### config.mk
export PLATFORM = sky130hd
export DESIGN_NAME = pwm_capture
export DESIGN_NICKNAME = d
export VERILOG_FILES = /design/src/rtl/pwm_capture.sv
export SDC_FILE = /design/constraint.sdc
export NUM_CORES = 1
export LEC_CHECK = 0
export BUFFER_PORTS_ARGS = -buffer_cell sky130_fd_sc_hd__buf_2
export CAP_MARGIN = 10
export CELL_PAD_IN_SITES_DETAIL_PLACEMENT = 1
export CELL_PAD_IN_SITES_GLOBAL_PLACEMENT = 1
export CORE_MARGIN = 5
export CORE_UTILIZATION = 30
export CTS_BUF_LIST = sky130_fd_sc_hd__clkbuf_2
export CTS_CLUSTER_SIZE = 12
export DETAILED_ROUTE_END_ITERATION = 6
export GPL_ROUTABILITY_DRIVEN = 0
export PLACE_DENSITY = 0.6
export SYNTH_ARGS = -nofsm -noshare
export SYNTH_HDL_FRONTEND = slang
export SYNTH_SLANG_ARGS = --single-unit
### constraint.sdc
create_clock -name clk -period 2.5 [get_ports clk]
set_clock_uncertainty 0.15 [all_clocks]
set_input_delay 0.125 -clock clk [delete_from_list [all_inputs] [get_ports clk]]
set_output_delay 0.125 -clock clk [all_outputs]
set_load 0.05 [all_outputs]
### src/rtl/pwm_capture.sv
// pwm_capture: measures the high time and period of a PWM input in clk cycles.
// Each result, or a stuck-input report, is handed out over a valid/ready handshake.
module pwm_capture #(
   parameter int          CNT_W   = 16,
   parameter int unsigned TIMEOUT = 5000
) (
   input  logic             clk,
   input  logic             clr_n,
   input  logic             en,
   input  logic             pwm_in,
   output logic [CNT_W-1:0] meas_high,
   output logic [CNT_W-1:0] meas_period,
   output logic             meas_timeout,
   output logic             meas_level,
   output logic             meas_overrun,
   output logic             meas_valid,
   input  logic             meas_ready
);

   typedef enum logic [1:0] {S_IDLE, S_HIGH, S_LOW} state_t;

   localparam logic [CNT_W-1:0] CNT_MAX = '1;
   localparam logic [CNT_W-1:0] ONE     = {{(CNT_W-1){1'b0}}, 1'b1};
   localparam logic [CNT_W-1:0] TO_VAL  = CNT_W'(TIMEOUT);

   state_t           r_state, w_state_next;
   logic             r_sync1, r_sync2, r_prev;
   logic             w_rise, w_fall, w_edge;
   logic [CNT_W-1:0] r_cnt_per, r_cnt_hi, r_cnt_idle;
   logic [CNT_W-1:0] w_per_next, w_hi_next, w_idle_next;
   logic [CNT_W-1:0] w_per_inc, w_hi_inc, w_idle_inc;
   logic             r_stuck, w_stuck_next;
   logic             w_timeout_hit;
   logic             w_pub, w_pub_to;

   logic [CNT_W-1:0] r_meas_high, r_meas_period;
   logic             r_meas_timeout, r_meas_level, r_meas_overrun, r_meas_valid;
   logic             r_drop;

   // Two synchronizer flops plus one history flop for edge detection.
   always_ff @(posedge clk or negedge clr_n) begin
      if (!clr_n) begin
         r_sync1 <= 1'b0;
         r_sync2 <= 1'b0;
         r_prev  <= 1'b0;
      end else begin
         r_sync1 <= pwm_in;
         r_sync2 <= r_sync1;
         r_prev  <= r_sync2;
      end
   end

   assign w_rise = r_sync2 & ~r_prev;
   assign w_fall = ~r_sync2 & r_prev;
   assign w_edge = w_rise | w_fall;

   assign w_per_inc  = (r_cnt_per  == CNT_MAX) ? r_cnt_per  : r_cnt_per  + ONE;
   assign w_hi_inc   = (r_cnt_hi   == CNT_MAX) ? r_cnt_hi   : r_cnt_hi   + ONE;
   assign w_idle_inc = (r_cnt_idle == CNT_MAX) ? r_cnt_idle : r_cnt_idle + ONE;

   // An edge in the same cycle always wins over the timeout; r_stuck limits
   // each stuck episode to a single report until the next edge re-arms it.
   assign w_timeout_hit = !w_edge && !r_stuck && (r_cnt_idle == TO_VAL);

   always_ff @(posedge clk or negedge clr_n) begin
      if (!clr_n) begin
         r_state    <= S_IDLE;
         r_cnt_per  <= '0;
         r_cnt_hi   <= '0;
         r_cnt_idle <= '0;
         r_stuck    <= 1'b0;
      end else begin
         r_state    <= w_state_next;
         r_cnt_per  <= w_per_next;
         r_cnt_hi   <= w_hi_next;
         r_cnt_idle <= w_idle_next;
         r_stuck    <= w_stuck_next;
      end
   end

   always_comb begin
      w_state_next = r_state;
      w_per_next   = r_cnt_per;
      w_hi_next    = r_cnt_hi;
      w_idle_next  = w_idle_inc;
      w_stuck_next = r_stuck;
      w_pub        = 1'b0;
      w_pub_to     = 1'b0;
      if (!en) begin
         w_state_next = S_IDLE;
         w_per_next   = '0;
         w_hi_next    = '0;
         w_idle_next  = '0;
      end else begin
         if (w_edge) begin
            w_idle_next  = '0;
            w_stuck_next = 1'b0;
         end
         case (r_state)
            S_IDLE: begin
               if (w_rise) begin
                  w_state_next = S_HIGH;
                  w_per_next   = ONE;
                  w_hi_next    = ONE;
               end
            end
            S_HIGH: begin
               w_per_next = w_per_inc;
               if (w_fall) w_state_next = S_LOW;
               else        w_hi_next    = w_hi_inc;
            end
            S_LOW: begin
               if (w_rise) begin
                  w_pub        = 1'b1;
                  w_per_next   = ONE;
                  w_hi_next    = ONE;
                  w_state_next = S_HIGH;
               end else begin
                  w_per_next = w_per_inc;
               end
            end
            default: w_state_next = S_IDLE;
         endcase
         if (w_timeout_hit) begin
            w_pub        = 1'b1;
            w_pub_to     = 1'b1;
            w_stuck_next = 1'b1;
            w_state_next = S_IDLE;
            w_per_next   = '0;
            w_hi_next    = '0;
         end
      end
   end

   // A full result register that is not being consumed this cycle keeps its
   // contents; the newcomer is dropped and remembered in r_drop.
   always_ff @(posedge clk or negedge clr_n) begin
      if (!clr_n) begin
         r_meas_high    <= '0;
         r_meas_period  <= '0;
         r_meas_timeout <= 1'b0;
         r_meas_level   <= 1'b0;
         r_meas_overrun <= 1'b0;
         r_meas_valid   <= 1'b0;
         r_drop         <= 1'b0;
      end else if (w_pub) begin
         if (!r_meas_valid || meas_ready) begin
            r_meas_high    <= w_pub_to ? '0 : r_cnt_hi;
            r_meas_period  <= w_pub_to ? '0 : r_cnt_per;
            r_meas_timeout <= w_pub_to;
            r_meas_level   <= r_sync2;
            r_meas_overrun <= r_drop;
            r_meas_valid   <= 1'b1;
            r_drop         <= 1'b0;
         end else begin
            r_drop <= 1'b1;
         end
      end else if (r_meas_valid && meas_ready) begin
         r_meas_valid <= 1'b0;
      end
   end

   assign meas_high    = r_meas_high;
   assign meas_period  = r_meas_period;
   assign meas_timeout = r_meas_timeout;
   assign meas_level   = r_meas_level;
   assign meas_overrun = r_meas_overrun;
   assign meas_valid   = r_meas_valid;

endmodule

==> results.toml, run 1 <==
[outcome]
status = "complete, no violations"

[routing]
drtAntennaViolNets = 0
remaining_drc_errors = 0
first_iter_violations = 230
routed_wl_mm = 13.7
dr.pass1.iters = 4
vias = 4266
wl_per_cell_um = 17.0
avgViaCountPerCell = 5.31

[setup_path]
r2r_start = "r_sync2"
cp.arrival_ns = 2.87
critical_path_class = "reg -> reg"
endpoint_kind = "flip-flop"
worstPathMaxFanout = 30
r2r_slack_ns = 0.03
r2r-end = "r_cnt_hi[11]"
start_kind = "flip-flop"
rr_worst_depth = 9
required_ns = 2.90

[hold_path]
min_path_cells = 0
hp-start = "r_sync1"
hold_end = "r_sync2"
hold_class = "reg -> reg"

[global_route]
antenna_found_initial = 1
overflow = 0
grt_max_degree = 57
grt.total_usage = 0.152
grt_pass1_wl_mm = 22.9
grt_pass1_vias = 4383

[synthesis]
ys.flop_type = "dfrtp_1"
synthTopCellsByArea = "dfrtp_1, o21ai_0, nand2_1"
synth_top_family_by_area = "compound AO/OA/AOI/OAI gates"
synth_fa_ha_area_frac = 0.0257
syn_area_um2 = 4880
muxShareOfSynthArea = 0.0362
synth_xor_area_frac = 0.0162
synth_cell_types = 63
avgSynthCellArea_um2 = 9.38
async_reset_ff_frac = 1.00
yosysTopAreaCell = "dfrtp_1"
ys_ff_latch = 91
synth_top_area_frac = 0.467
synth_simple_gate_area_share = 0.191
ys_warn_count = 0
synthCells = 520
synth-edff-count = 0
synth-compound-area-share = 0.218
yosysSeqAreaShare = 0.467
syn_nets = 535

[finish]
drive_gt1_frac = 0.207
nets = 595
seqCellArea_um2 = 2280
area_growth_pct = 18.5
multi_input_area_um2 = 2430
fillers = 1881

[timing]
finalSetupViolCount = 0
holdWs_ns = 0.259
hold_violations = 0
clock.fmax_mhz = 405
period_needed_ns = 2.47
worst_slew_pin_slew_ns = 0.487
relSlewSlack = 0.674
fin_crit_sh = 0.988
drv_slew = 0
rsz0062_at_grt = "yes"

[cts]
insertion_delay_ns = 0.60
cts_max_level = 3
ctsRootBufferMaster = "clkbuf_2"
cts_buffer_depth = 2
cts.sinks = 91
cts_tree = "built"
cts.reportedPaths.clkPinSlew_ns = 0.26
cts_made_buffers = 9

[power_and_ir_drop]
ir_worst_vdd_v = 0.000328
finalPower_mw = 2.79
p_per_area_nw_per_um2 = 484
power.leakage_nw = 2.40

[floorplanning]
io-pin-count = 41
std_cell_rows = 46
die_w_um = 137
start_util = 0.306
chipHeight_um = 137
coreArea_um2 = 15900
die-area_um2 = 18900

[place]
portBuffers = 40
dp_hpwl_mm = 9.77

[flow_run]
max_cap_viol_count = 0
[cell families after synthesis]
kind of cell | Yosys count
simple gates | 181
mux | 17
fa+ha+maj | 10
compound gates | 166
buf+inv | 46
flops | 91
xor+xnor | 9
[routing by layer]
layer	vias to the layer above	wire length, um	GRT usage
li1	2025	-	-
met1	2175	6280	0.192
met2	53	6780	0.259
met3	13	484	0.0402
met4	0	110	0.0355
met5	-	0	0
[worst max path at each step]
stage | endpoint | slack, ns | depth (start not counted) | start
finish | r_cnt_hi[11] | 0.03 | 9 | r_sync2
global route | r_cnt_hi[11] | -0.05 | 9 | r_sync2
CTS | r_cnt_hi[2] | 0.01 | 8 | r_sync2
detailed placement | r_cnt_hi[11] | 0.003 | 9 | r_sync2
global placement | r_cnt_per[12] | 0.09 | 8 | r_sync2
floorplan | meas_overrun | 0.24 | 9 | r_sync2
[metrics by stage]
step	worst slack, ns	setup TNS [ns]	instances	area, um^2	util
floorplan	0.239	0	520	4880	-
global placement	0.0884	0	777	5470	0.343
detailed placement	0.00274	0	777	5470	0.343
CTS	0.0101	0	801	5730	0.359
global route	-0.0544	-0.256	803	5780	0.362
finish	0.0302	0	803	5780	0.362
[area by class of cell]
type,count,share of cell area
multi-input combinational,383,0.421
clock inverter,6,0.0197
timing repair buffer,81,0.0997
antenna,2,0.000867
tap,216,0.0468
sequential,91,0.394
inverter,14,0.00910
clock buffer,10,0.00867
[flip-flops by register name, indices dropped and copies added (netlist names)]
| signal | flops |
|---|---|
| meas_high | 16 |
| meas_level | 1 |
| r_state | 2 |
| meas_overrun | 1 |
| r_cnt_idle | 16 |
| r_cnt_per | 16 |
| r_prev | 1 |
| meas_period | 16 |
| r_sync2 | 1 |
| r_drop | 1 |
| meas_timeout | 1 |
| meas_valid | 1 |
| r_stuck | 1 |
| r_sync1 | 1 |
| r_cnt_hi | 16 |
[power breakdown]
| group | internal, mW | switching [mW] | total, mW | leakage, nW |
|---|---|---|---|---|
| registers | 1.50 | 0.0124 | 1.51 | 1.26 |
| clock network | 0.435 | 0.530 | 0.965 | 0.0884 |
| logic | 0.113 | 0.206 | 0.319 | 1.05 |
[timing repair]
item	in CTS	in global routing
resized for setup	3	11
pin swaps	1	0
hold buffers	7	0
setup endpoints to repair	18	13
buffers inserted	1	0
hold endpoints to repair	138	0
cloned	0	0
[synthesized netlist by cell type, drive strengths merged (6+ instances only)]
| library cell | count |
|---|---|
| a211oi | 6 |
| a21oi | 24 |
| a31oi | 13 |
| and3 | 8 |
| and4 | 8 |
| buf | 15 |
| clkbuf | 17 |
| dfrtp | 91 |
| ha | 10 |
| inv | 14 |
| mux2i | 15 |
| nand2 | 56 |
| nand3 | 27 |
| nand3b | 13 |
| nand4 | 11 |
| nor2 | 27 |
| nor3 | 7 |
| o21ai | 80 |
| xor2 | 6 |
[placed cells by master, fill, tap and decap left out, drive strengths merged, types with 13 or more instances in the layout]
cell type / count
nor2: 27
buf: 75
inv: 14
mux2i: 15
a21oi: 24
nand3: 27
a31oi: 13
nand2: 56
dfrtp: 91
nand3b: 13
o21ai: 80
[critical path, stage by stage, from the launching register on]
cell       delay (ns)
dfrtp_1          0.41
inv_1            0.06
ha_1             0.33
nor4b_2          0.21
and4_4           0.28
buf_4            0.15
a21oi_2          0.07
buf_12           0.19
a2111oi_2        0.33
mux2i_1          0.23
Power figures use the tool's default switching activity.
==> inputs of run 2 (changes only) <==
--- a/config.mk
+++ b/config.mk
@@ -15,6 +15,7 @@
 export CTS_CLUSTER_SIZE = 12
 export DETAILED_ROUTE_END_ITERATION = 6
 export GPL_ROUTABILITY_DRIVEN = 0
+export MAX_ROUTING_LAYER = met4
 export PLACE_DENSITY = 0.6
 export SYNTH_ARGS = -nofsm -noshare
 export SYNTH_HDL_FRONTEND = slang
==> results.toml, run 2 (same netlist as run 1, synthesis figures left out) <==
[power_and_ir_drop]
pwr-share-clk = 0.344
power.leakage_nw = 2.39
ir_worst_vdd_v = 0.000329
switching_share = 0.267
p_int_mw = 2.04
p_per_area_nw_per_um2 = 483
pwr-share-comb = 0.115
p_seq_frac = 0.541
switchingPower_mw = 0.744
finalPower_mw = 2.79

[floorplanning]
chipHeight_um = 137
io-pin-count = 41
coreArea_um2 = 15900
die_w_um = 137
std_cell_rows = 46
start_util = 0.306
die-area_um2 = 18900

[global_route]
grt.total_usage = 0.156
grt_pass1_vias = 4384
grt_pass1_wl_mm = 22.9
antenna_found_initial = 1
overflow = 0
grt_max_degree = 57

[cts]
insertion_delay_ns = 0.59
ctsRootBufferMaster = "clkbuf_2"
cts.sinks = 91
cts_made_buffers = 9
cts_tree = "built"
cts_max_level = 3
cts_buffer_depth = 2
cts.reportedPaths.clkPinSlew_ns = 0.26

[timing]
hold_violations = 0
finalSetupViolCount = 0
finalWorstSetupSlack_ns = 0.0293
holdWs_ns = 0.257
period_needed_ns = 2.47
relSlewSlack = 0.675
worst_slew_pin_slew_ns = 0.486
tns_ns = 0
clock.fmax_mhz = 405
drv_slew = 0
rsz0062_at_grt = "yes"
fin_crit_sh = 0.988

[finish]
final_cell_mix = "dfrtp_1, nand2_1, o21ai_0, buf_2, buf_4"
final_common_cell = "dfrtp_1"
seqCellArea_um2 = 2280
fin_cells = 803
nets = 595
area_growth_pct = 18.5
fin_area_um2 = 5780
final_util = 0.362
drive_gt1_frac = 0.209
multi_input_area_um2 = 2430
fillers = 1879

[hold_path]
hold_class = "reg -> reg"

[flow_run]
max_cap_viol_count = 0

[setup_path]
cp.arrival_ns = 2.86
r2r_slack_ns = 0.03
required_ns = 2.89
start_kind = "flip-flop"
endpoint_kind = "flip-flop"
worstPathMaxFanout = 30
critical_path_class = "reg -> reg"

[routing]
remaining_drc_errors = 0
avgViaCountPerCell = 5.29
routed_wl_mm = 13.6
dr.pass1.iters = 4
first_iter_violations = 236
vias = 4251
drtAntennaViolNets = 0
wl_per_cell_um = 17.0

[place]
dp_hpwl_mm = 9.77
pre_cts_ws_ns = 0.00274
portBuffers = 40
placed_area_um2 = 5470
dp_cells = 777

[outcome]
status = "complete, no violations"
-- run 2: cell count changes in the layout (fill, tap and decap cells not counted) --
cell / previous run / this run
ha_2: 1 / 2
ha_1: 9 / 8
-- run 2: path summary, 6_finish.rpt --
kind | start | end | depth (start not counted)
worst max-delay path | r_sync2 | r_cnt_hi[11] | 9
worst min-delay path | r_sync1 | r_sync2 | 0
worst max register to register | r_sync2 | r_cnt_hi[11] | 9
worst min register to register | r_sync1 | r_sync2 | 0
max in group asynchronous | clr_n | r_state[1] | 4
min in group asynchronous | clr_n | r_cnt_idle[5] | 4
-- run 2: per-layer routing --
layer | track usage | share of wire
met2 | 0.259 | 0.49
met1 | 0.193 | 0.46
met5 | - | 0
met4 | 0.0355 | 0.013
met3 | 0.0394 | 0.036
-- run 2: worst max-delay path, stage by stage, from the launching register on --
cell and delay [ns]:
dfrtp_1 0.41, inv_1 0.06, ha_1 0.33, nor4b_2 0.21, and4_4 0.28, buf_4 0.15, a21oi_2 0.07, buf_12 0.19
a2111oi_2 0.33, mux2i_1 0.23
-- run 2: final cells by class --
class	count	area share
diodes	2	0.000866
clock buffers	10	0.00866
clock inverters	6	0.0197
inverters	14	0.00909
multi-input cells	383	0.421
flip-flops and latches	91	0.394
well taps	216	0.0468
repair buffers	81	0.0996
-- run 2: power groups by stage --
stage | Clock (mW) | Sequential, mW | Combinational (mW)
5_1_grt | 1.08 | 1.51 | 0.352
3_3_place_gp | 0 | 1.53 | 0.296
6_report | 0.960 | 1.51 | 0.319
4_1_cts | 1.02 | 1.51 | 0.318
3_5_place_dp | 0 | 1.53 | 0.303
2_1_floorplan | 0 | 1.57 | 0.139
-- run 2: what timing repair did --
action	in CTS	in global routing
hold buffers	7	0
buffers inserted	1	0
pin swaps	1	0
endpoints found under the setup margin	18	13
gates resized for setup	3	12
hold endpoints to repair	138	0
==> inputs of run 3 (changes only) <==
--- a/config.mk
+++ b/config.mk
@@ -15,6 +15,7 @@
 export CTS_CLUSTER_SIZE = 12
 export DETAILED_ROUTE_END_ITERATION = 6
 export GPL_ROUTABILITY_DRIVEN = 0
+export HOLD_SLACK_MARGIN = 0.1
 export MAX_ROUTING_LAYER = met4
 export PLACE_DENSITY = 0.6
 export SYNTH_ARGS = -nofsm -noshare
==> constraint.sdc (replaced) <==
create_clock -name clk -period 2.5 [get_ports clk]
set_clock_uncertainty 0.15 [all_clocks]
set_input_delay 0.25 -clock clk [delete_from_list [all_inputs] [get_ports clk]]
set_output_delay 0.25 -clock clk [all_outputs]
set_load 0.05 [all_outputs]
==> results.toml, run 3 (same netlist as run 1, synthesis figures left out) <==
[finish]
nets = 594
drive_gt1_frac = 0.199
fin_area_um2 = 5720
final_common_cell = "dfrtp_1"
final_cell_mix = "dfrtp_1, nand2_1, o21ai_0, buf_2, buf_4"
fin_cells = 801
area_growth_pct = 17.2
final_util = 0.359

[flow_run]
max_cap_viol_count = 0

[outcome]
status = "complete, no violations"

[routing]
remaining_drc_errors = 0
vias = 4229
wl_per_cell_um = 17.0
routed_wl_mm = 13.7
avgViaCountPerCell = 5.28
dr.pass1.iters = 6
drtAntennaViolNets = 0
first_iter_violations = 124

[place]
dp_hpwl_mm = 9.79
placed_area_um2 = 5470
pre_cts_ws_ns = -0.0911
portBuffers = 40
dp_cells = 777

[timing]
relSlewSlack = 0.415
rsz0062_at_grt = "yes"
fin_crit_sh = 0.952
hold_violations = 0
worst_slew_pin_slew_ns = 0.874
tns_ns = 0
drv_slew = 0
finalSetupViolCount = 0
finalWorstSetupSlack_ns = 0.120
holdWs_ns = 0.177
period_needed_ns = 2.38
clock.fmax_mhz = 420

[cts]
ctsRootBufferMaster = "clkbuf_2"
insertion_delay_ns = 0.61
cts.sinks = 91
cts_tree = "built"
cts_buffer_depth = 2
cts_max_level = 3
cts.reportedPaths.clkPinSlew_ns = 0.26
cts_made_buffers = 9

[power_and_ir_drop]
switching_share = 0.293
power.leakage_nw = 2.38
ir_worst_vdd_v = 0.000284
p_per_area_nw_per_um2 = 455
finalPower_mw = 2.60
p_int_mw = 1.84
pwr-share-comb = 0.122
switchingPower_mw = 0.763
p_seq_frac = 0.581
pwr-share-clk = 0.297

[global_route]
grt.total_usage = 0.158
antenna_found_initial = 1
overflow = 0
grt_pass1_wl_mm = 23.1
grt_max_degree = 49
grt_pass1_vias = 4427

[setup_path]
start_kind = "flip-flop"
worstPathMaxFanout = 9
endpoint_kind = "flip-flop"
critPathSlowestCell = "dfrtp_1"
cp.arrival_ns = 2.77
required_ns = 2.89
crit_chain = "inv_1 -> ha_2 -> o21ai_0 -> a21bo_2 -> o211ai_2 -> buf_4 -> a21boi_0 -> mux2i_1"
critical_path.max_stage_delay_ns = 0.47
critical_path_class = "reg -> reg"

[hold_path]
hold_class = "in -> reg"

[floorplanning]
std_cell_rows = 46
die-area_um2 = 18900
coreArea_um2 = 15900
start_util = 0.306
io-pin-count = 41
die_w_um = 137
chipHeight_um = 137
-- run 3: cell count changes in the layout (fill, tap and decap cells not counted), sizes merged --
cell and change:
clkinvlp -2, clkbuf -1, clkinv +5, diode -1, bufinv -2, buf -1
-- run 3: final timing paths --
path | start | cells after the start | end | slack, ns
setup / recovery | r_prev | 8 | r_cnt_hi[2] | 0.12
hold / removal | pwm_in | 2 | r_sync1 | 0.18
setup reg to reg | r_prev | 8 | r_cnt_hi[2] | 0.12
hold reg to reg | r_sync1 | 0 | r_sync2 | 0.24
max in group asynchronous | clr_n | 4 | meas_high[0] | 0.40
min in group asynchronous | clr_n | 4 | r_cnt_idle[0] | 0.52
-- run 3: worst max-delay path: cells and delay by family (launching register included) --
kind	cells	cell delay [ns]
AOI/OAI and AO/OA	4	0.89
buffers and inverters	2	0.34
DFF	1	0.47
adders and majority gates	1	0.26
muxes	1	0.21
-- run 3: final cells by class --
class,instances,area [um^2]
Multi-Input combinational cell,383,2440
Tap cell,216,270
Clock buffer,9,45.0
Antenna cell,1,2.50
Fill cell,1915,10200
Inverter,14,52.6
Sequential cell,91,2280
Timing Repair Buffer,80,559
Clock inverter,7,68.8
-- run 3: timing repair --
| action | CTS | global route |
|---|---|---|
| hold endpoints to repair | 134 | 0 |
| hold buffers | 6 | 0 |
| setup buffers | 0 | 1 |
| gates resized for setup | 3 | 12 |
| setup endpoints to repair | 54 | 45 |
| gates cloned | 0 | 0 |
| pin swaps | 1 | 1 |
-- run 3: power by group through the flow --
| stage | combinational (mW) | clock (mW) | sequential, mW |
|---|---|---|---|
| after detailed placement | 0.305 | 0 | 1.54 |
| after global routing | 0.352 | 0.878 | 1.52 |
| after CTS | 0.315 | 0.821 | 1.51 |
| final | 0.316 | 0.773 | 1.51 |
| after global placement | 0.295 | 0 | 1.54 |
| after floorplan | 0.139 | 0 | 1.57 |
-- run 3: per-layer routing --
metal	up-vias	global-route usage	routed length (um)
met5	-	-	0
met4	0	0.0427	197
met3	14	0.0318	511
met2	67	0.261	6640
met1	2127	0.197	6310
li1	2021	-	-
